==> src/rtl/q_action_sel_pkg.sv <==
// Shared sizing, sentinel index and FSM encoding for the Q-value action selector.
package q_pkg;
  localparam int N_CELLS = 9;
  localparam int QW      = 8;
  localparam int IDXW    = 4;
  localparam logic [IDXW-1:0] IDX_NONE = 4'hF;

  typedef enum logic [1:0] {
    S_IDLE  = 2'd0,
    S_READ  = 2'd1,
    S_DRAIN = 2'd2,
    S_DONE  = 2'd3
  } state_t;
endpackage

==> src/rtl/q_action_sel_if.sv <==
// Scan request, Q-table read port and result bundle; slave is the selector, master the client.
interface q_action_sel_if #(
  parameter int N_CELLS = q_pkg::N_CELLS,
  parameter int QW      = q_pkg::QW
) ();
  logic               start;
  logic [N_CELLS-1:0] occupied;
  logic               q_rd_en;
  logic [3:0]         q_addr;
  logic [QW-1:0]      q_rdata;
  logic               busy;
  logic               done;
  logic [QW-1:0]      best_q;
  logic [3:0]         best_idx;
  logic               no_move;

  modport slave (
    input  start, occupied, q_rdata,
    output q_rd_en, q_addr, busy, done, best_q, best_idx, no_move
  );

  modport master (
    output start, occupied, q_rdata,
    input  q_rd_en, q_addr, busy, done, best_q, best_idx, no_move
  );
endinterface

==> src/rtl/q_cmp_update.sv <==
// Masked running-max step: one Q-value per valid cycle, strict greater-than keeps the lowest index on ties.
// nxt_* is the post-compare view so the caller can capture the final cell in the same cycle.
module q_cmp_update
  import q_pkg::*;
#(
  parameter int N_CELLS = q_pkg::N_CELLS,
  parameter int QW      = q_pkg::QW
) (
  input  logic               clk,
  input  logic               rst_n,
  input  logic               clr,
  input  logic               rd_vld,
  input  logic [IDXW-1:0]    idx,
  input  logic [N_CELLS-1:0] mask,
  input  logic [QW-1:0]      rdata,
  output logic [QW-1:0]      nxt_max,
  output logic [IDXW-1:0]    nxt_idx,
  output logic               nxt_vld
);
  logic [QW-1:0]   run_max;
  logic [IDXW-1:0] run_idx;
  logic            run_vld;

  always_comb begin
    nxt_max = run_max;
    nxt_idx = run_idx;
    nxt_vld = run_vld;
    if (rd_vld && !mask[idx] && (!run_vld || (rdata > run_max))) begin
      nxt_max = rdata;
      nxt_idx = idx;
      nxt_vld = 1'b1;
    end
  end

  always_ff @(posedge clk or negedge rst_n) begin
    if (!rst_n) begin
      run_max <= '0;
      run_idx <= IDX_NONE;
      run_vld <= 1'b0;
    end else if (clr) begin
      run_max <= '0;
      run_idx <= IDX_NONE;
      run_vld <= 1'b0;
    end else begin
      run_max <= nxt_max;
      run_idx <= nxt_idx;
      run_vld <= nxt_vld;
    end
  end
endmodule

==> src/rtl/q_action_sel.sv <==
// Scans N_CELLS Q-values once per start and reports the best free cell; start to done is 11 cycles.
// Starts arriving outside IDLE are dropped, never queued.
module q_action_sel
  import q_pkg::*;
#(
  parameter int N_CELLS = q_pkg::N_CELLS,
  parameter int QW      = q_pkg::QW
) (
  input  logic            clk,
  input  logic            rst_n,
  q_action_sel_if.slave   bus
);
  state_t             state, state_nxt;
  logic [IDXW-1:0]    addr;
  logic [N_CELLS-1:0] mask;
  logic               rd_vld_d;
  logic [IDXW-1:0]    idx_d;
  logic               accept;
  logic               last_rd;
  logic [QW-1:0]      nxt_max;
  logic [IDXW-1:0]    nxt_idx;
  logic               nxt_vld;

  assign accept  = (state == S_IDLE) && bus.start;
  assign last_rd = (state == S_READ) && (addr == IDXW'(N_CELLS - 1));

  always_ff @(posedge clk or negedge rst_n) begin
    if (!rst_n) state <= S_IDLE;
    else        state <= state_nxt;
  end

  always_comb begin
    state_nxt = state;
    case (state)
      S_IDLE:  if (bus.start) state_nxt = S_READ;
      S_READ:  if (last_rd)   state_nxt = S_DRAIN;
      S_DRAIN: state_nxt = S_DONE;
      S_DONE:  state_nxt = S_IDLE;
      default: state_nxt = S_IDLE;
    endcase
  end

  always_comb begin
    bus.q_rd_en = 1'b0;
    bus.busy    = 1'b0;
    bus.done    = 1'b0;
    case (state)
      S_READ:  begin bus.q_rd_en = 1'b1; bus.busy = 1'b1; end
      S_DRAIN: bus.busy = 1'b1;
      S_DONE:  begin bus.busy = 1'b1; bus.done = 1'b1; end
      default: ;
    endcase
  end

  assign bus.q_addr = addr;

  always_ff @(posedge clk or negedge rst_n) begin
    if (!rst_n) begin
      addr <= '0;
    end else if (state == S_READ) begin
      addr <= last_rd ? '0 : addr + 1'b1;
    end
  end

  // Mask is frozen at the accepted start so mid-scan edits to occupied cannot leak in.
  always_ff @(posedge clk or negedge rst_n) begin
    if (!rst_n)      mask <= '0;
    else if (accept) mask <= bus.occupied;
  end

  // Read data lags the strobe by one cycle; carry the index alongside it.
  always_ff @(posedge clk or negedge rst_n) begin
    if (!rst_n) begin
      rd_vld_d <= 1'b0;
      idx_d    <= '0;
    end else begin
      rd_vld_d <= (state == S_READ);
      idx_d    <= addr;
    end
  end

  q_cmp_update #(
    .N_CELLS (N_CELLS),
    .QW      (QW)
  ) u_cmp (
    .clk     (clk),
    .rst_n   (rst_n),
    .clr     (accept),
    .rd_vld  (rd_vld_d),
    .idx     (idx_d),
    .mask    (mask),
    .rdata   (bus.q_rdata),
    .nxt_max (nxt_max),
    .nxt_idx (nxt_idx),
    .nxt_vld (nxt_vld)
  );

  // Last cell is compared on the DRAIN->DONE edge, so capture the post-compare value there.
  always_ff @(posedge clk or negedge rst_n) begin
    if (!rst_n) begin
      bus.best_q   <= '0;
      bus.best_idx <= IDX_NONE;
      bus.no_move  <= 1'b0;
    end else if (state == S_DRAIN) begin
      bus.best_q   <= nxt_vld ? nxt_max : '0;
      bus.best_idx <= nxt_vld ? nxt_idx : IDX_NONE;
      bus.no_move  <= !nxt_vld;
    end
  end
endmodule

==> src/flat_wrapper.sv <==
// flat-port wrapper written by rule: the top's interface ports become plain ports
module q_action_sel_flat import q_pkg::*;
#(
  parameter int N_CELLS = q_pkg::N_CELLS,
  parameter int QW      = q_pkg::QW
)
  (clk, rst_n, bus_start, bus_occupied, bus_q_rdata, bus_q_rd_en, bus_q_addr, bus_busy, bus_done, bus_best_q, bus_best_idx, bus_no_move);
  q_action_sel_if #(.N_CELLS(N_CELLS), .QW(QW)) bus_i ();
  input  logic clk;
  input  logic rst_n;
  input wire logic [$bits(bus_i.start)-1:0] bus_start;
  input wire logic [$bits(bus_i.occupied)-1:0] bus_occupied;
  input wire logic [$bits(bus_i.q_rdata)-1:0] bus_q_rdata;
  output wire logic [$bits(bus_i.q_rd_en)-1:0] bus_q_rd_en;
  output wire logic [$bits(bus_i.q_addr)-1:0] bus_q_addr;
  output wire logic [$bits(bus_i.busy)-1:0] bus_busy;
  output wire logic [$bits(bus_i.done)-1:0] bus_done;
  output wire logic [$bits(bus_i.best_q)-1:0] bus_best_q;
  output wire logic [$bits(bus_i.best_idx)-1:0] bus_best_idx;
  output wire logic [$bits(bus_i.no_move)-1:0] bus_no_move;
  assign bus_i.start = bus_start;
  assign bus_i.occupied = bus_occupied;
  assign bus_i.q_rdata = bus_q_rdata;
  assign bus_q_rd_en = bus_i.q_rd_en;
  assign bus_q_addr = bus_i.q_addr;
  assign bus_busy = bus_i.busy;
  assign bus_done = bus_i.done;
  assign bus_best_q = bus_i.best_q;
  assign bus_best_idx = bus_i.best_idx;
  assign bus_no_move = bus_i.no_move;
  q_action_sel #(.N_CELLS(N_CELLS), .QW(QW)) u_core (.clk(clk), .rst_n(rst_n), .bus(bus_i));
endmodule
==> config.mk <==
export PLATFORM = sky130hd
export DESIGN_NAME = q_action_sel_flat
export DESIGN_NICKNAME = d
export VERILOG_FILES = /design/src/rtl/q_action_sel_pkg.sv /design/src/rtl/q_action_sel_if.sv /design/src/rtl/q_cmp_update.sv /design/src/rtl/q_action_sel.sv /design/src/flat_wrapper.sv
export SDC_FILE = /design/constraint.sdc
export NUM_CORES = 1
export LEC_CHECK = 0
export ABC_AREA = 1
export CAP_MARGIN = 20
export CORE_AREA = 2 2 70 85
export DETAILED_ROUTE_END_ITERATION = 8
export DIE_AREA = 0 0 72 87
export DONT_BUFFER_PORTS = 1
export GPL_ROUTABILITY_DRIVEN = 0
export MAX_ROUTING_LAYER = met4
export SYNTH_ARGS = -nofsm -noshare
export SYNTH_HDL_FRONTEND = slang
export SYNTH_HIERARCHICAL = 1
export SYNTH_SLANG_ARGS = --single-unit
==> constraint.sdc <==
create_clock -name clk -period 3.74 [get_ports clk]
set_input_delay 0.748 -clock clk [delete_from_list [all_inputs] [get_ports clk]]
set_output_delay 0.748 -clock clk [all_outputs]
set_load 0.02 [all_outputs]
==> flow_summary.ini <==
[grt]
grt_pass1_wl_um = 7590
first_global_vias = 1638
grt_start_max_net_pins = 47
initial_antenna_violation_count = 0
grt_remaining_overflow = 0
grt_usage = 0.163

[clock_tree]
clkSlewWorstSetupHoldPaths_ps = 80
tritoncts.num_buffers = 5
clock_latency_ps = 290
cts.hold.buffers_added = 0
max-clock-path-buffers = 2
cts_sinks = 46
ctsRootBufferMaster = clkbuf_8
post_cts_resize_count = 0
cts_tree = built
ctsHtreeMaxLevel = 2
post-cts-setup-buffers = 0

[setup_path]
worstSetupEndpointType = flop
worst_ep_arrival_time_ps = 2420
cp-endpoint = u_core/bus.best_q[7]
worstReg2RegEnd = u_core/bus.best_q[7]
start_kind = primary input
timing.critical_path.from = bus_q_rdata[3]
worst_ep_required_time_ps = 3930
reg2regPathDepth = 13
worst-setup-path-type = primary input to flop
critical_path.max_fanout = 13
r2r-start = u_core/u_cmp/run_max[3]
reg2reg_slack_ps = 1520

[logic_synthesis]
synth-compound-area-share = 0.0648
synth_cells = 271
yosysWarningCount = 6
synthAdderAreaFrac = 0.0797
synth.area.mux_share = 0
netlist_area_um2 = 2360
most_frequently_used_flop_master_after_synthesis = dfrtp_1
post_synth_num_cell_types = 27
synth_nets = 306
synth-seq-area-share = 0.493
synthSimpleGateAreaFrac = 0.270
post_synth.cell_area_avg_um2 = 8.69
async_reset_ff_frac = 1.00
total_of_flip_flops_plus_latches_after_synthesis = 46
post_synth_xor_area_fraction = 0
dominant_combinational_cell_family_by_area_after_synthesis = simple AND/OR/NAND/NOR gates
synth_enable_flop_cells = 0

[routing]
detail-route-antenna-nets = 0
drt_first_iter_violations = 75
vias_after_detailed_routing = 1670
via_per_inst = 4.96
routed_wirelength_um = 4480
wl_per_cell_um = 13.3
drt_pass1_iterations = 4
post_route_drc_violation_count = 0

[floorplan]
start_util = 0.427
fp-row-count = 30
core-area_um2 = 5520
dieHeight_um = 87
die_area_um2 = 6260
io_pins = 40
die_w_um = 72

[power_and_ir_drop]
max-vdd-ir-drop_v = 0.000387
p_per_area_nw_per_um2 = 930
finalPower_uw = 2340
power.static_leakage_uw = 0.00136

[final_layout]
layout.filler_cells = 549
area_growth_syn_to_layout_pct = 6.74
layout.cells.most_common_list = nand2_1 (69), inv_1 (42), dfrtp_1 (38)
layout.nets = 308
layout_commonest_cell = nand2_1
insertedDiodeCount = 0
drive_gt1_frac = 0.179

[sta]
final.setup_skew_ps = 4.70
maxSlewViolCount = 0
clock.fmax_mhz = 447
tns_ps = 0
max-slew-margin-rel = 0.673
setup_repair_after_global_routing_missed_its_margin = false
report.final.setup_viol = 0
finalHoldViolations = 0
worst-slew-pin-transition_ps = 490
finalWorstPathRequiredPeriod_ps = 2240
post-route-period-util = 0.598

[run]
max-cap-violations = 0

[run_status]
outcome = finished, final reports clean

[placement]
dp_hpwl_um = 3310
place.port_buffers = 0

[hold_path]
hp-class = primary input to asynchronous set/reset pin
-- flip-flops by register name, summed over array words and instances, names as in the netlist --
register,count
u_core/mask,9
u_core/bus.best_q,8
u_core/u_cmp/run_max,8
u_core/bus.best_idx,4
u_core/bus.q_addr,4
u_core/idx_d,4
u_core/u_cmp/run_idx,4
u_core/state,2
u_core/bus.no_move,1
u_core/rd_vld_d,1
u_core/u_cmp/run_vld,1
-- power by group --
group	switching, uW	internal, uW	total (uW)	leakage [uW]
clock	159	214	373	0.0000573
combinational	635	359	994	0.000748
sequential	228	742	971	0.000559
total	1020	1320	2340	0.00136
-- Yosys cell counts, types with 2 or more instances --
master	n	area [um^2]
nor2_1	9	33.8
dfstp_2	8	210
o21a_1	2	15.0
nand2_2	17	106
inv_1	42	158
or2_0	2	12.5
nand3_1	25	125
inv_2	6	22.5
dfrtp_1	38	951
a22o_1	8	70.1
ha_1	15	188
o22a_1	4	35.0
buf_4	2	15.0
nand4_1	3	18.8
nor2_2	7	43.8
a21oi_1	4	20.0
nand2_1	69	259
-- worst min path at each step --
stage	from	end	slack [ps]	cells after the start
after floorplan	u_core/mask[6]	u_core/mask[6]	440	2
after global placement	rst_n	u_core/mask[3]	450	0
after detailed placement	rst_n	u_core/u_cmp/run_max[6]	450	0
after CTS	rst_n	u_core/mask[2]	130	0
after global routing	rst_n	u_core/mask[2]	120	0
final	rst_n	u_core/u_cmp/run_max[6]	140	0
-- layout make-up --
class	instances	area (um^2)	share of cell area
Multi-Input combinational cell	171	976	0.388
Clock buffer	6	82.6	0.0328
Inverter	49	185	0.0736
Tap cell	64	80.1	0.0318
Clock inverter	1	30.0	0.0119
Sequential cell	46	1160	0.462
-- worst max-delay path, cell delays in order --
cell,delay (ps)
ha_1,290
a21oi_1,150
nand2_1,70
nand2_1,50
nand2_1,50
nand2_1,50
nand2_1,240
nand2_2,340
nand2_1,80
nand2_1,110
inv_1,50
a22o_1,180
-- metal layers --
layer  vias to the layer above  wire (um)  global-route usage
met4                         0         97              0.0600
li1                        843          -                   -
met3                        11        224              0.0463
met5                         -          0                   -
met2                        41       2220               0.271
met1                       775       1930               0.188
-- kinds of logic (layout without fill, tap and decap cells) --
family / count (synthesis) / after routing
AND/OR/NAND/NOR: 136 / 136
buffers and inverters: 54 / 56
flip-flops: 46 / 46
AO/OA/AOI/OAI: 20 / 20
adder cells (fa/ha/maj): 15 / 15
-- metrics by stage --
| step | hold WS [ps] | util | instances | area, um^2 | setup slack (ps) |
|---|---|---|---|---|---|
| 6_report | 145 | 0.456 | 337 | 2510 | 1500 |
| 5_1_grt | 116 | 0.456 | 337 | 2510 | 1340 |
| 4_1_cts | 131 | 0.456 | 337 | 2510 | 1520 |
| 3_5_place_dp | 454 | 0.435 | 330 | 2400 | 1210 |
| 3_3_place_gp | 454 | 0.435 | 330 | 2400 | 1230 |
| 2_1_floorplan | 442 | - | 271 | 2360 | 1450 |
Note: power is estimated with default switching activity, not from simulation.
